[src/rtl/nzet_pkg.sv]
// Shared definitions for the 2:4 sparse MAC: width defaults, stage-2 state encoding
// and the accumulator saturation helper.
package nzet_pkg;

    localparam int DATA_W_DEF = 8;
    localparam int ACC_W_DEF  = 24;
    localparam int CNT_W_DEF  = 8;

    // Wide enough to carry any legal accumulator sum before clamping.
    localparam int SAT_W = 64;

    typedef enum logic [1:0] {
        S_IDLE,
        S_ACC,
        S_OUT
    } state_t;

    typedef struct packed {
        logic                    ovf;
        logic signed [SAT_W-1:0] val;
    } sat_t;

    // Clamp a sign-extended sum into the signed acc_w range and flag any clipping.
    function automatic sat_t sat_clamp(input logic signed [SAT_W-1:0] sum, input int acc_w);
        logic signed [SAT_W-1:0] max_v;
        logic signed [SAT_W-1:0] min_v;
        sat_t                    r;
        max_v = (64'sd1 <<< (acc_w - 1)) - 64'sd1;
        min_v = -(64'sd1 <<< (acc_w - 1));
        if (sum > max_v) begin
            r.val = max_v;
            r.ovf = 1'b1;
        end else if (sum < min_v) begin
            r.val = min_v;
            r.ovf = 1'b1;
        end else begin
            r.val = sum;
            r.ovf = 1'b0;
        end
        return r;
    endfunction

endpackage

[src/rtl/nzet_dual_mult.sv]
// Stage 1 of the sparse MAC: registered two-term signed multiply-add of the
// selected activations with their compressed weights.
module nzet_dual_mult
    import nzet_pkg::*;
#(
    parameter int DATA_W = DATA_W_DEF,
    parameter int P_W    = 2 * DATA_W + 1
) (
    input  logic                     clk,
    input  logic                     rst_n,
    input  logic                     en,
    input  logic                     load,
    input  logic signed [DATA_W-1:0] a_0,
    input  logic signed [DATA_W-1:0] a_1,
    input  logic signed [DATA_W-1:0] w_0,
    input  logic signed [DATA_W-1:0] w_1,
    input  logic                     in_last,
    output logic signed [P_W-1:0]    p,
    output logic                     p_valid,
    output logic                     p_last
);

    logic signed [P_W-1:0] prod;

    // Widen before multiplying: (-128*-128)*2 = 32768 only fits in P_W bits.
    always_comb begin
        prod = P_W'(a_0) * P_W'(w_0) + P_W'(a_1) * P_W'(w_1);
    end

    // NOTE: en low freezes every register, so a stalled beat is held, not dropped.
    always_ff @(posedge clk or negedge rst_n) begin
        if (!rst_n) begin
            p       <= '0;
            p_valid <= 1'b0;
            p_last  <= 1'b0;
        end else if (en) begin
            p_valid <= load;
            if (load) begin
                p      <= prod;
                p_last <= in_last;
            end
        end
    end

endmodule

[src/rtl/nzet_sparse_mac.sv]
// Sparse PE dot-product unit: accumulates dual products per beat and emits the
// saturated result, beat count and overflow flag over a valid/ready handshake.
module nzet_sparse_mac
    import nzet_pkg::*;
#(
    parameter int DATA_W = DATA_W_DEF,
    parameter int ACC_W  = ACC_W_DEF,
    parameter int CNT_W  = CNT_W_DEF
) (
    input  logic                     clk,
    input  logic                     rst_n,
    input  logic                     in_valid,
    output logic                     in_ready,
    input  logic signed [DATA_W-1:0] ain_0,
    input  logic signed [DATA_W-1:0] ain_1,
    input  logic signed [DATA_W-1:0] w_0,
    input  logic signed [DATA_W-1:0] w_1,
    input  logic                     in_last,
    output logic                     out_valid,
    input  logic                     out_ready,
    output logic signed [ACC_W-1:0]  out_data,
    output logic                     out_ovf,
    output logic [CNT_W-1:0]         out_beats
);

    localparam int P_W   = 2 * DATA_W + 1;
    localparam int SUM_W = ((ACC_W > P_W) ? ACC_W : P_W) + 1;

    logic                    stall;
    logic                    accept;
    logic                    adv;
    logic signed [P_W-1:0]   p;
    logic                    p_valid;
    logic                    p_last;
    logic signed [ACC_W-1:0] acc;
    logic [CNT_W-1:0]        cnt;
    logic [CNT_W-1:0]        cnt_inc;
    logic                    ovf;
    logic signed [SUM_W-1:0] sum;
    sat_t                    sat;
    logic signed [ACC_W-1:0] clamped;
    logic                    new_ovf;
    state_t                  state;
    state_t                  state_nxt;

    assign stall    = out_valid && !out_ready;
    assign in_ready = !stall;
    assign accept   = in_valid && in_ready;
    assign adv      = p_valid && !stall;

    nzet_dual_mult #(
        .DATA_W (DATA_W),
        .P_W    (P_W)
    ) u_dual_mult (
        .clk     (clk),
        .rst_n   (rst_n),
        .en      (!stall),
        .load    (accept),
        .a_0     (ain_0),
        .a_1     (ain_1),
        .w_0     (w_0),
        .w_1     (w_1),
        .in_last (in_last),
        .p       (p),
        .p_valid (p_valid),
        .p_last  (p_last)
    );

    always_comb begin
        sum     = SUM_W'(acc) + SUM_W'(p);
        sat     = sat_clamp(SAT_W'(sum), ACC_W);
        clamped = sat.val[ACC_W-1:0];
        new_ovf = sat.ovf;
        cnt_inc = (&cnt) ? cnt : cnt + 1'b1;
    end

    // Stage-2 state; out_valid is simply "a result is held".
    always_ff @(posedge clk or negedge rst_n) begin
        if (!rst_n) begin
            state <= S_IDLE;
        end else begin
            state <= state_nxt;
        end
    end

    // NOTE: default assignment first keeps this block free of inferred latches.
    always_comb begin
        state_nxt = state;
        case (state)
            S_IDLE, S_ACC: begin
                if (adv) state_nxt = p_last ? S_OUT : S_ACC;
            end
            S_OUT: begin
                if (out_ready) begin
                    if (p_valid) state_nxt = p_last ? S_OUT : S_ACC;
                    else         state_nxt = S_IDLE;
                end
            end
            default: state_nxt = S_IDLE;
        endcase
    end

    assign out_valid = (state == S_OUT);

    // A last beat finishes the result and restarts the accumulator in one edge.
    always_ff @(posedge clk or negedge rst_n) begin
        if (!rst_n) begin
            acc       <= '0;
            cnt       <= '0;
            ovf       <= 1'b0;
            out_data  <= '0;
            out_beats <= '0;
            out_ovf   <= 1'b0;
        end else if (adv) begin
            if (p_last) begin
                out_data  <= clamped;
                out_beats <= cnt_inc;
                out_ovf   <= ovf | new_ovf;
                acc       <= '0;
                cnt       <= '0;
                ovf       <= 1'b0;
            end else begin
                acc <= clamped;
                cnt <= cnt_inc;
                ovf <= ovf | new_ovf;
            end
        end
    end

endmodule

[config.mk]
export PLATFORM = sky130hd
export DESIGN_NAME = nzet_sparse_mac
export DESIGN_NICKNAME = d
export VERILOG_FILES = /design/src/rtl/nzet_pkg.sv /design/src/rtl/nzet_dual_mult.sv /design/src/rtl/nzet_sparse_mac.sv
export SDC_FILE = /design/constraint.sdc
export NUM_CORES = 1
export LEC_CHECK = 0
export CORE_ASPECT_RATIO = 1.2
export CORE_MARGIN = 1.5
export CORE_UTILIZATION = 50
export CTS_BUF_LIST = sky130_fd_sc_hd__clkbuf_8
export DETAILED_ROUTE_END_ITERATION = 7
export PLACE_DENSITY = 0.69
export SLEW_MARGIN = 20
export SYNTH_ARGS = -nofsm -noshare
export SYNTH_HDL_FRONTEND = slang
export SYNTH_SLANG_ARGS = --single-unit
[constraint.sdc]
create_clock -name clk -period 3.3 [get_ports clk]
set_input_delay 0.33 -clock clk [delete_from_list [all_inputs] [get_ports clk]]
set_output_delay 0.33 -clock clk [all_outputs]
set_load 0.005 [all_outputs]
# After elaboration in Yosys (flattened, before gate mapping)
# Cells that the tools add are included.
# Widths: inputs -> output; s select.
[op_classes]
addsub = 3
n_mul = 2
n_lt_le_gt_ge = 2
eq_ne = 4
n_mux = 11
bitwise_logic = 2
reduce_logical = 11
[ops]
columns = ["op", "count"]
rows = [
  ["$mux 65", 2],
  ["$mul 8x8->16", 2],
  ["$add 24x17->25", 1],
  ["$gt 25x24->1 const B", 1],
  ["$lt 25x24->1 const B", 1],
  ["$mux 24", 1],
  ["$add 17x17->17", 1],
  ["$mux 8", 2],
  ["$add 8x1->8 const B", 1],
  ["$mux 2", 4],
  ["$reduce_and 8->1", 1],
  ["$reduce_and 2->1", 3],
  ["$pmux 2 s2", 1],
  ["$logic_and 1x1->1", 3],
  ["$eq 2x1->1 const B", 1],
  ["$eq 2x2->1 const B", 1],
  ["$logic_not 1->1", 2],
  ["$logic_not 2->1", 1],
  ["$ne 2x1->1 const B", 1],
  ["$ne 2x2->1 const B", 1],
  ["$reduce_or 2->1", 1],
  ["$mux 1", 1],
  ["$not 1->1", 1],
  ["$or 1x1->1", 1],
]
[totals]
ff_bits = 87
input_bits = 37
out_inout_bits = 35
word_cells = 45

# Depth between registers and ports, before layout
# Gate-level depths: netlist of run 1.
[logic_depth]
ltp_word = 6
mapped_depth = 24
ltp_nobuf = 24

# Cells and area by module
# Synthesis of run 1 repeated with hierarchy kept, for this count alone.
[unflattened]
cells_unflattened = 1126
area_unflattened_um2 = 10337.4
[by_module_without_submodules]
columns = ["mod", "n_inst", "cells_each", "area_each_um2"]
rows = [
  ["nzet_dual_mult", 1, 641, 6122.1],
  ["nzet_sparse_mac", 1, 485, 4215.3],
]

# Worst setup path before layout of run 1
# OpenSTA, ideal clock, no wires.
[synth_path]
kind = "input -> register"
startpoint = "in w_1[4]"
endpoint = "reg u_dual_mult.p[15]"
arrival_time_ns = 5.009
setup_slack_ns = -1.844
path_stages = 22
path_buffers = 0
path_cell_list = "and2_1 fa_1 inv_1 fa_1 inv_1 fa_1 inv_1 fa_1 inv_1 ha_1 a21oi_1 o21bai_1 a21oi_1 o21ai_0 a21o_1 a21oi_1 xnor2_1 ha_1 inv_1 o41ai_1 xnor2_1 o21ai_0"
[synth_between]
elab_chain_len = 2
[synth_lines]
columns = ["element", "line", "text"]
rows = [
  ["from (decl)", "nzet_sparse_mac.sv:17", "input logic signed [DATA_W-1:0] w_1,"],
  ["$mul 8x8->16", "nzet_dual_mult.sv:27", "prod = P_W'(a_0) * P_W'(w_0) + P_W'(a_1) * P_W'(w_1);"],
  ["$add 17x17->17", "nzet_dual_mult.sv:27", ""],
  ["to (signal assigned)", "nzet_dual_mult.sv:39", "p <= prod;"],
  ["to (decl)", "nzet_dual_mult.sv:18", "output logic signed [P_W-1:0] p,"],
]
# No other way between the ends.
# A chain may end at the register's enable or synchronous reset.

# Worst setup path after layout of run 1
[layout_path]
startpoint = "in ain_1[3]"
endpoint = "reg u_dual_mult.p[14]"
[layout_between]
elab_chain_len = 2
[layout_lines]
columns = ["element", "line", "text"]
rows = [
  ["from (decl)", "nzet_sparse_mac.sv:15", "input logic signed [DATA_W-1:0] ain_1,"],
  ["$mul 8x8->16", "nzet_dual_mult.sv:27", ""],
  ["$add 17x17->17", "nzet_dual_mult.sv:27", ""],
]
# No other way between the ends.

==> impl_metrics.json, run 1 <==
{
  "status": "finished, violations left",
  "violations": "negative setup slack",
  "layout-drive-gt1-share_pct": 26.06,
  "yosysTopAreaCellShare_pct": 21.45,
  "rows": 57,
  "drc_errors": 0,
  "grt_pass1_wl_mm": 40.07,
  "die-area_um2": 21790,
  "synth_area_um2": 10460,
  "crit_family": "adder cells",
  "finalWorstSetupSlack_ns": -1.605,
  "synth.largest_area_cell": "fa_1",
  "critPathRequiredTime_ns": 3.51,
  "yosysUniqueCellTypes": 61,
  "fmax_mhz": 203.9,
  "maxSlewViolCount": 0,
  "core-area_um2": 20400,
  "nets": 1629,
  "arrival_ns": 5.12,
  "fillers": 1724,
  "ios": 72,
  "routedWlPerCell_um": 14.64,
  "ant_nets": 0,
  "finalHoldViolCount": 0,
  "syn_inst": 1168,
  "grt_max_degree": 62,
  "die_x_um": 135.0,
  "fin_util_pct": 66.13,
  "min_path_type": "input port to asynchronous set/reset pin",
  "cp-start-kind": "input port",
  "rsz0062_at_grt": "yes",
  "synth-edff-count": 0,
  "seq_area_um2": 2177,
  "port_buffers": 71,
  "finalCriticalPeriod_ns": 4.905,
  "slowest_delay_ns": 0.54,
  "insertion_delay_ns": 0.36,
  "gr-total-overflow": 0,
  "multiInputGateArea_um2": 8159,
  "numCtsBuffers": 9,
  "slew_headroom_pct": 43.65,
  "clk_pin_slew_ns": 0.09,
  "drtIter0Drc": 384,
  "vias_per_cell": 5.256,
  "wl_mm": 24.16,
  "synth_warnings": 0,
  "setup_tns_ns": -13.46,
  "dr.pass1.iters": 6,
  "antenna_cells": 0,
  "post-route-period-util_pct": 148.6,
  "track_usage_pct": 22.53,
  "area_growth_syn_to_layout_pct": 29.02,
  "num_vias": 8673,
  "hpwl_mm": 19.25,
  "grt_pass1_vias": 8960,
  "synth-seq-area-share_pct": 20.82,
  "ys_ff_latch": 87,
  "syn_nets": 1416,
  "drv_cap": 0,
  "antenna_found_initial": 0,
  "pre_cts_ws_ns": -2.381,
  "synthFlopType": "dfrtp_1",
  "gp_congestion": 0.9083,
  "cts_tree": "yes",
  "start_util_pct": 51.26,
  "postSynthAreaPerCell_um2": 8.951,
  "clock_path_buffers": 2,
  "synth_area_leaders": "fa_1 21%, dfrtp_1 21%, ha_1 12%",
  "htree_levels": 3,
  "end_kind": "flip-flop",
  "worst_clock_skew_ns": 0.01211,
  "tightestPinTransition_ns": 0.8452,
  "dieHeight_um": 161.4,
  "setup_viol": 12,
  "cp_max_fo": 3,
  "crit_buf_inv": 6,
  "cts_sinks": 87,
  "ys_async_sr_fraction_pct": 100.0,
  "slowest_stage": "fa_1",
  "critPathKind": "input port to flip-flop",
  "crit_top_cell": "fa_1",
  "cts_root_buf": "clkbuf_8",
  "cp_cell_sequence": "buf_8 -> and2_4 -> fa_1 -> inv_1 -> fa_1 -> inv_2 -> fa_1 -> inv_1 -> fa_1 -> inv_2 -> ha_4 -> nor2b_4 -> nor2_1 -> nor2_1 -> nor2_1 -> xnor2_1 -> ha_1 -> a21oi_2 -> buf_4 -> o21ai_4 -> a2111o_1 -> a311oi_2 -> o41ai_2"
}
final cells by class:
cell class                 instances  share of cell area [%]
clock buffer                      10                   1.020
clock inverter                     5                  0.4823
inverter                         197                   5.482
multi-input combinational        858                   60.49
sequential                        87                   16.14
tap                              265                   2.458
timing repair buffer             228                   13.93
final timing paths:
check | start | end | slack, ns | cells past startpoint
worst max-delay path | ain_1[3] | u_dual_mult.p[14] | -1.60 | 23
worst min register to register | out_beats[1] | out_beats[1] | 0.48 | 2
worst min-delay path | rst_n | out_data[16] | 0.03 | 1
worst max register to register | u_dual_mult.p[0] | acc[2] | 0.17 | 12
min in group clk | out_beats[1] | out_beats[1] | 0.48 | 2
max in group asynchronous | rst_n | out_data[18] | 2.55 | 2
per-layer routing:
| layer | routed length, µm | GRT usage (%) | share of wire, % | vias to the layer above |
|---|---|---|---|---|
| met3 | 468 | 1.664 | 1.9 | 37 |
| met1 | 9656 | 25.90 | 40 | 4256 |
| met4 | 668 | 7.674 | 2.8 | 0 |
| met2 | 13370 | 43.54 | 55 | 138 |
| met5 | 0 | 0 | 0 | - |
| li1 | - | - | - | 4242 |
cells in the final DEF (no fill, tap or decap), drive strengths merged, types with 22 or more instances in the layout:
| cell type | netlist | routed |
|---|---|---|
| a211oi | 22 | 22 |
| a21oi | 68 | 68 |
| and2 | 95 | 95 |
| buf | 8 | 186 |
| clkdlybuf4s50 | 0 | 38 |
| dfrtp | 87 | 87 |
| fa | 112 | 112 |
| ha | 99 | 99 |
| inv | 197 | 199 |
| nand2 | 91 | 91 |
| nor2 | 80 | 81 |
| o21ai | 57 | 57 |
| xnor2 | 47 | 47 |
cell families (layout without fill, tap and decap cells):
| group | count (synthesis) | after routing | synth area share [%] |
|---|---|---|---|
| AOI/OAI and AO/OA | 232 | 232 | 14.97 |
| xor gates and xnor gates | 68 | 68 | 5.696 |
| adders and majority gates | 211 | 211 | 33.29 |
| buffers and inverters | 224 | 440 | 8.341 |
| DFF | 87 | 87 | 20.82 |
| muxes | 8 | 8 | 0.8138 |
| and+or+nand+nor | 338 | 339 | 16.06 |
registers in the layout (all words and copies together), names as in the netlist:
register and flops:
u_dual_mult.p_valid 1, state 2, u_dual_mult.p_last 1, ovf 1
u_dual_mult.p 17, out_beats 8, out_data 24, out_ovf 1
acc 24, cnt 8
cells in the mapped netlist (20+ instances only):
master and count:
a211oi_1 20, a21oi_1 67, a221o_1 21, and2_1 95, dfrtp_1 87, fa_1 112
ha_1 99, inv_1 197, nand2_1 91, nor2_1 79, o21ai_0 56, xnor2_1 47
xor2_1 21
metrics by stage:
stage,std cells,hold slack (ns),area [µm²]
6_report,1650,0.03110,13490
3_5_place_dp,1617,0.4604,12750
5_1_grt,1650,0.09705,13490
2_1_floorplan,1168,0.03441,10780
4_1_cts,1644,0.06613,13240
3_3_place_gp,1617,0.4552,12750
timing repair:
action / CTS / global route
pin swaps: 72 / 69
setup endpoints to repair: 31 / 35
cloned: 0 / 1
resized for setup: 191 / 63
setup buffers: 12 / 7
hold buffers: 0 / 0
Power of run 1 is not shown: default switching activity piles up to over one toggle a cycle in this logic, so the estimate is an artifact.
==> run 2, diff against run 1 <==
Settings changed: GPL_ROUTABILITY_DRIVEN from default to 0.
==> results of run 2 <==
Same layout as run 1: the final DEF is identical, and so are final timing and power.
Power of run 2 is left out for the same reason.
